[config.mk]
export PLATFORM = sky130hd
export DESIGN_NAME = vram_paint_controller
export DESIGN_NICKNAME = d
export VERILOG_FILES = /design/src/rtl/vram_paint_controller.sv
export SDC_FILE = /design/constraint.sdc
export NUM_CORES = 1
export LEC_CHECK = 0
export CAP_MARGIN = 20
export CORE_UTILIZATION = 56
export CTS_CLUSTER_SIZE = 10
export DETAILED_ROUTE_END_ITERATION = 7
export PLACE_DENSITY = 0.78
export SLEW_MARGIN = 25
export SYNTH_ARGS = -nofsm -noshare
export SYNTH_HDL_FRONTEND = slang
export SYNTH_SLANG_ARGS = --single-unit
[constraint.sdc]
create_clock -name clk -period 7.1 [get_ports clk]
set_clock_uncertainty 0.2 [all_clocks]
set_input_delay 1.065 -clock clk [delete_from_list [all_inputs] [get_ports clk]]
set_output_delay 1.065 -clock clk [all_outputs]
set_load 0.03 [all_outputs]
[src/rtl/vram_paint_controller.sv]
// vram_paint_controller
// The only writer to the VRAM write port. After reset, or when clear_req is
// seen while idle or painting, it fills the whole framebuffer with
// clear_color. While idle it serves the touch channels round-robin. For each
// valid touch it stamps a square brush of half-size r around the touch point
// and clips the brush to the display.
//
// Ports:
//   clk           system clock, rising edge
//   rst           synchronous active-high reset
//   clear_req     one-cycle full-screen fill request
//   clear_color   fill colour, sampled when a clear starts
//   touch_valid   per-channel touch present
//   touch_x/y     packed per-channel coordinates
//   pen_color     packed per-channel stroke colour
//   brush_r       brush half-size, saturated to BRUSH_MAX
//   vram_wr_*     registered VRAM write strobe/address/data
//   clearing      high while filling
//   busy          high while filling or stamping
module vram_paint_controller #(
  parameter int unsigned DISPLAY_WIDTH  = 240,
  parameter int unsigned DISPLAY_HEIGHT = 320,
  parameter int unsigned VRAM_W         = 16,
  parameter int unsigned N_TOUCH        = 2,
  parameter int unsigned BRUSH_MAX      = 7,
  parameter int unsigned L              = DISPLAY_WIDTH * DISPLAY_HEIGHT,
  parameter int unsigned AW             = $clog2(L),
  parameter int unsigned XW             = $clog2(DISPLAY_WIDTH),
  parameter int unsigned YW             = $clog2(DISPLAY_HEIGHT),
  parameter int unsigned RW             = $clog2(BRUSH_MAX + 1)
) (
  input  logic                        clk,
  input  logic                        rst,
  input  logic                        clear_req,
  input  logic [VRAM_W-1:0]           clear_color,
  input  logic [N_TOUCH-1:0]          touch_valid,
  input  logic [N_TOUCH*XW-1:0]       touch_x,
  input  logic [N_TOUCH*YW-1:0]       touch_y,
  input  logic [N_TOUCH*VRAM_W-1:0]   pen_color,
  input  logic [RW-1:0]               brush_r,
  output logic                        vram_wr_ena,
  output logic [AW-1:0]               vram_wr_addr,
  output logic [VRAM_W-1:0]           vram_wr_data,
  output logic                        clearing,
  output logic                        busy
);

  localparam logic [1:0] S_CLEAR = 2'd0;
  localparam logic [1:0] S_IDLE  = 2'd1;
  localparam logic [1:0] S_PAINT = 2'd2;

  localparam int unsigned CW  = (N_TOUCH > 1) ? $clog2(N_TOUCH) : 1;
  // The signed scan width must hold coordinate +/- r without overflow, even
  // when the brush is larger than the display.
  localparam int unsigned MW0 = (XW > YW) ? XW : YW;
  localparam int unsigned MW  = (MW0 > RW) ? MW0 : RW;
  localparam int unsigned SW  = MW + 2;

  logic [1:0]               state_q, state_d;
  logic [AW-1:0]            clr_cnt_q, clr_cnt_d;
  logic [VRAM_W-1:0]        clr_color_q, clr_color_d;
  logic [CW-1:0]            rr_q, rr_d;
  logic [CW-1:0]            ch_q, ch_d;
  logic [XW-1:0]            cx_q, cx_d;
  logic [YW-1:0]            cy_q, cy_d;
  logic [VRAM_W-1:0]        pen_q, pen_d;
  logic [RW-1:0]            r_q, r_d;
  logic signed [SW-1:0]     dx_q, dx_d;
  logic signed [SW-1:0]     dy_q, dy_d;
  logic                     wr_ena_q, wr_ena_d;
  logic [AW-1:0]            wr_addr_q, wr_addr_d;
  logic [VRAM_W-1:0]        wr_data_q, wr_data_d;

  logic [RW-1:0]            r_sat;
  logic signed [SW-1:0]     r_sat_ext, r_ext;
  logic signed [SW-1:0]     px, py;
  logic [SW-1:0]            px_u, py_u;
  logic                     in_bounds;
  logic [AW-1:0]            paint_addr;
  logic                     hit;
  logic [CW-1:0]            hit_ch;

  assign r_sat     = (32'(brush_r) > BRUSH_MAX) ? RW'(BRUSH_MAX) : brush_r;
  assign r_sat_ext = $signed({{(SW - RW){1'b0}}, r_sat});
  assign r_ext     = $signed({{(SW - RW){1'b0}}, r_q});

  assign px   = $signed({{(SW - XW){1'b0}}, cx_q}) + dx_q;
  assign py   = $signed({{(SW - YW){1'b0}}, cy_q}) + dy_q;
  assign px_u = px;
  assign py_u = py;

  // A negative sign bit or a value at/above the edge is clipped, never wrapped.
  assign in_bounds = !px[SW-1] && !py[SW-1] &&
                     ({{(32 - SW){1'b0}}, px_u} < DISPLAY_WIDTH) &&
                     ({{(32 - SW){1'b0}}, py_u} < DISPLAY_HEIGHT);

  assign paint_addr = AW'(py_u) * AW'(DISPLAY_WIDTH) + AW'(px_u);

  // First valid channel at or after the round-robin pointer.
  always_comb begin
    hit    = 1'b0;
    hit_ch = '0;
    for (int unsigned k = 0; k < N_TOUCH; k++) begin
      int unsigned j;
      j = (32'(rr_q) + k) % N_TOUCH;
      if (!hit && touch_valid[j]) begin
        hit    = 1'b1;
        hit_ch = CW'(j);
      end
    end
  end

  always_comb begin
    state_d     = state_q;
    clr_cnt_d   = clr_cnt_q;
    clr_color_d = clr_color_q;
    rr_d        = rr_q;
    ch_d        = ch_q;
    cx_d        = cx_q;
    cy_d        = cy_q;
    pen_d       = pen_q;
    r_d         = r_q;
    dx_d        = dx_q;
    dy_d        = dy_q;
    wr_ena_d    = 1'b0;
    wr_addr_d   = wr_addr_q;
    wr_data_d   = wr_data_q;

    case (state_q)
      S_CLEAR: begin
        // clear_req is deliberately ignored here.
        wr_ena_d  = 1'b1;
        wr_addr_d = clr_cnt_q;
        wr_data_d = clr_color_q;
        if (clr_cnt_q == AW'(L - 1)) begin
          state_d = S_IDLE;
        end else begin
          clr_cnt_d = clr_cnt_q + 1'b1;
        end
      end

      S_IDLE: begin
        if (clear_req) begin
          clr_color_d = clear_color;
          clr_cnt_d   = '0;
          state_d     = S_CLEAR;
        end else if (hit) begin
          ch_d    = hit_ch;
          cx_d    = touch_x[hit_ch*XW +: XW];
          cy_d    = touch_y[hit_ch*YW +: YW];
          pen_d   = pen_color[hit_ch*VRAM_W +: VRAM_W];
          r_d     = r_sat;
          dx_d    = -r_sat_ext;
          dy_d    = -r_sat_ext;
          state_d = S_PAINT;
        end
      end

      S_PAINT: begin
        if (clear_req) begin
          // Abort the stamp. No write this cycle, and the pointer is not advanced.
          clr_color_d = clear_color;
          clr_cnt_d   = '0;
          state_d     = S_CLEAR;
        end else begin
          wr_ena_d = in_bounds;
          if (in_bounds) begin
            wr_addr_d = paint_addr;
            wr_data_d = pen_q;
          end
          if (dx_q == r_ext) begin
            if (dy_q == r_ext) begin
              rr_d    = (32'(ch_q) == N_TOUCH - 1) ? '0 : ch_q + 1'b1;
              state_d = S_IDLE;
            end else begin
              dx_d = -r_ext;
              dy_d = dy_q + 1'b1;
            end
          end else begin
            dx_d = dx_q + 1'b1;
          end
        end
      end

      default: state_d = S_CLEAR;
    endcase
  end

  always_ff @(posedge clk) begin
    if (rst) begin
      state_q     <= S_CLEAR;
      clr_cnt_q   <= '0;
      clr_color_q <= clear_color;
      rr_q        <= '0;
      ch_q        <= '0;
      cx_q        <= '0;
      cy_q        <= '0;
      pen_q       <= '0;
      r_q         <= '0;
      dx_q        <= '0;
      dy_q        <= '0;
      wr_ena_q    <= 1'b0;
      wr_addr_q   <= '0;
      wr_data_q   <= '0;
    end else begin
      state_q     <= state_d;
      clr_cnt_q   <= clr_cnt_d;
      clr_color_q <= clr_color_d;
      rr_q        <= rr_d;
      ch_q        <= ch_d;
      cx_q        <= cx_d;
      cy_q        <= cy_d;
      pen_q       <= pen_d;
      r_q         <= r_d;
      dx_q        <= dx_d;
      dy_q        <= dy_d;
      wr_ena_q    <= wr_ena_d;
      wr_addr_q   <= wr_addr_d;
      wr_data_q   <= wr_data_d;
    end
  end

  assign vram_wr_ena  = wr_ena_q;
  assign vram_wr_addr = wr_addr_q;
  assign vram_wr_data = wr_data_q;
  assign clearing     = (state_q == S_CLEAR);
  assign busy         = (state_q != S_IDLE);

endmodule

==> flow_summary.json <==
{
  "outcome": "finished clean",
  "cpMaxStageDelayCell": "xnor2_1",
  "min_period_ns": 5.68,
  "setup_violations": 0,
  "rows": 45,
  "maxCapViolations": 0,
  "numCtsBuffers": 17,
  "clockBufferDepth": 2,
  "drtAntennaViolNets": 0,
  "final_util_pct": 69.7,
  "path_buf_inv": 3,
  "worstSetupPathType": "reg2reg",
  "drc": 0,
  "tightest_slew_ns": 0.962,
  "timing.rr.start": "dy_q[1]",
  "gp_congestion": 0.814,
  "drtPass1Iterations": 6,
  "crit_start": "dy_q[1]",
  "drtIter0Drc": 585,
  "cts_hold_buf": 0,
  "setup_ws_ns": 1.42,
  "total_leakage_power_nw": 4.31,
  "grt_max_degree": 81,
  "slowest_delay_ns": 0.55,
  "htreeDepth": 4,
  "vias": 7559,
  "wirelength_mm": 20.2,
  "avgSynthCellArea_sq_um": 8.66,
  "die_y_um": 126,
  "clockRootBuffer": "clkbuf_16",
  "synthCells": 999,
  "min_path_type": "reg2reg",
  "crit_family": "adder cells",
  "synth_ff_type": "dfxtp_1",
  "fmax_ghz": 0.176,
  "portBuffers": 125,
  "avgViaCountPerCell": 5.80,
  "crit_chain": "ha_1 -> a211oi_1 -> nor2_1 -> o21a_1 -> o41a_1 -> xnor2_1 -> inv_1 -> ha_1 -> inv_1 -> fa_1 -> inv_1 -> ha_1 -> or4_1 -> o21a_1 -> and2_1 -> xnor2_1 -> nor2_1 -> nand4b_1 -> xnor2_1 -> mux2i_1 -> a211oi_2",
  "p_per_area_nw_per_um2": 164,
  "synth_area_sq_um": 8660,
  "finalHoldViolCount": 0,
  "grtUsageTotal_pct": 25.9,
  "drv_slew": 0,
  "initial_core_util_pct": 57.1,
  "wl_per_cell_um": 15.5,
  "grt_pass1_wl_mm": 33.0,
  "critPathCaptureType": "register",
  "post_cts.repair.setup_buffers": 0,
  "ys_types": 69,
  "cts.reportedPaths.clkPinSlew_ns": 0.06,
  "cp-endpoint": "vram_wr_addr[16]",
  "dieArea_sq_um": 16000,
  "cts.repair.resized": 0,
  "dp_hpwl_mm": 14.7,
  "synth_seq_cells": 129,
  "cp_data_required_time_ns": 7.24,
  "regToRegSetupSlack_ns": 1.42,
  "crit_path_start_kind": "register",
  "pre_cts_ws_ns": 1.44,
  "clkSinkCount": 129,
  "die_w_um": 126,
  "nFillCells": 1222,
  "ioPinCount": 126,
  "final_common_cell": "nor2_1",
  "maxSlewHeadroom_pct": 35.9,
  "grt_pass1_vias": 6876,
  "layout-drive-gt1-share_pct": 7.17,
  "yosys_warnings": 0,
  "tns_ns": 0,
  "clock_latency_ns": 0.42,
  "critPathMaxFanout": 7,
  "vdd_drop_max_v": 0.000165,
  "synth-edff-count": 16,
  "core_area_sq_um": 15100,
  "cts_tree": "done",
  "grt_antenna_before_repair": 0,
  "cp_num_cells": 21,
  "final_area_sq_um": 10600,
  "antenna-diode-count": 0,
  "ys_seq_area_share_pct": 31.7,
  "finalCritPeriodShare_pct": 80.0,
  "final_cell_mix": "160 x nor2_1, 124 x clkdlybuf4s50_1, 113 x dfxtp_1, 66 x mux2i_1, 56 x inv_1",
  "syn_to_final_growth_pct": 21.9,
  "crit_arrival_ns": 5.82,
  "hp-start": "vram_wr_addr[15]",
  "synth_nets": 1158,
  "ff2ff_path_depth": 21,
  "ys_async_sr_fraction_pct": 0,
  "rsz0062_at_grt": "no",
  "r2r-end": "vram_wr_addr[16]",
  "grt-ovfl-total": 0,
  "fin_nets": 1261,
  "post_dp_cell_area_sq_um": 10000,
  "whs_ns": 0.290
}
==> worst min-delay path by stage <==
stage	endpoint	slack, ns	depth (start not counted)
2_1_floorplan	ch_q	0.25	2
3_3_place_gp	ch_q	0.27	2
3_5_place_dp	vram_wr_addr[15]	0.28	2
4_1_cts	vram_wr_addr[15]	0.29	2
5_1_grt	pen_q[3]	0.31	2
6_report	vram_wr_addr[15]	0.29	2
==> through the flow <==
stage / instances / power, mW
after floorplan: 999 / 0.841
after global placement: 1271 / 0.919
after detailed placement: 1271 / 0.921
after CTS: 1303 / 1.74
after global routing: 1303 / 1.78
final: 1303 / 1.73
==> registers in the layout (all words and copies together) (netlist names) <==
name / flops
clr_color_q: 16
vram_wr_ena: 1
dx_q: 11
r_q: 3
vram_wr_addr: 17
rr_q: 1
ch_q: 1
cy_q: 9
pen_q: 16
cx_q: 8
vram_wr_data: 16
clr_cnt_q: 17
state_q: 2
dy_q: 11
==> cell type report <==
class | count | area (sq um) | area share [%]
clock buffers | 20 | 447 | 4.23
clock inverters | 12 | 109 | 1.03
inverters | 57 | 214 | 2.03
multi-input cells | 764 | 5500 | 52.1
flip-flops and latches | 129 | 2740 | 26.0
well taps | 188 | 235 | 2.23
repair buffers | 133 | 1310 | 12.4
==> Yosys cell counts (7+ instances only) <==
| cell | count | area, sq um |
|---|---|---|
| nand3_1 | 15 | 75.1 |
| ha_1 | 55 | 688 |
| nand2b_1 | 15 | 93.8 |
| o21a_1 | 8 | 60.1 |
| fa_1 | 14 | 280 |
| o21ai_0 | 52 | 260 |
| a211oi_2 | 29 | 363 |
| a211oi_1 | 42 | 315 |
| clkbuf_1 | 35 | 131 |
| and3_1 | 14 | 87.6 |
| inv_1 | 56 | 210 |
| nor2b_1 | 7 | 43.8 |
| nor4_1 | 8 | 50.1 |
| nand2_1 | 43 | 161 |
| edfxtp_1 | 16 | 480 |
| or3_1 | 7 | 43.8 |
| nor3_1 | 16 | 80.1 |
| a21oi_1 | 49 | 245 |
| nor2_1 | 161 | 604 |
| xnor2_1 | 27 | 236 |
| mux2i_1 | 66 | 661 |
| xor2_1 | 30 | 263 |
| dfxtp_1 | 113 | 2260 |
| a22oi_1 | 14 | 105 |
| a21o_1 | 12 | 90.1 |
==> per-layer routing <==
metal  share of wire (%)  vias to the layer above  track usage (%)  wire length (um)
met5                   0                        -                0                 0
met4                 2.1                        0             9.36               425
met3                 6.3                       31             6.45              1280
met1                  46                     3498             34.1              9240
met2                  46                      244             41.2              9290
li1                    -                     3786                -                 -
==> worst register-to-register path, stage by stage, from the launching register on <==
cell and delay [ns]:
dfxtp_1 0.48, ha_1 0.31, a211oi_1 0.32, nor2_1 0.09, o21a_1 0.22, o41a_1 0.36
xnor2_1 0.55, inv_1 0.17, ha_1 0.32, inv_1 0.05, fa_1 0.50, inv_1 0.04
ha_1 0.23, or4_1 0.53, o21a_1 0.13, and2_1 0.16, xnor2_1 0.27, nor2_1 0.11
nand4b_1 0.12, xnor2_1 0.12, mux2i_1 0.11, a211oi_2 0.24
==> power by group <==
part | switching, mW | internal, mW
clock | 0.333 | 0.491
combinational | 0.0641 | 0.0778
sequential | 0.00826 | 0.755
total | 0.406 | 1.32
==> kinds of logic (layout without fill, tap and decap cells) <==
kind of cell    count (synthesis)  count (layout)  share of synthesized area (%)
compound gates                253             253                           21.2
xor+xnor                       58              58                           5.96
fa+ha+maj                      71              71                           11.4
buf+inv                       106             222                           5.06
flops                         129             129                           31.7
mux                            66              66                           7.63
simple gates                  316             316                           17.0
(Power assumes the default switching activity.)
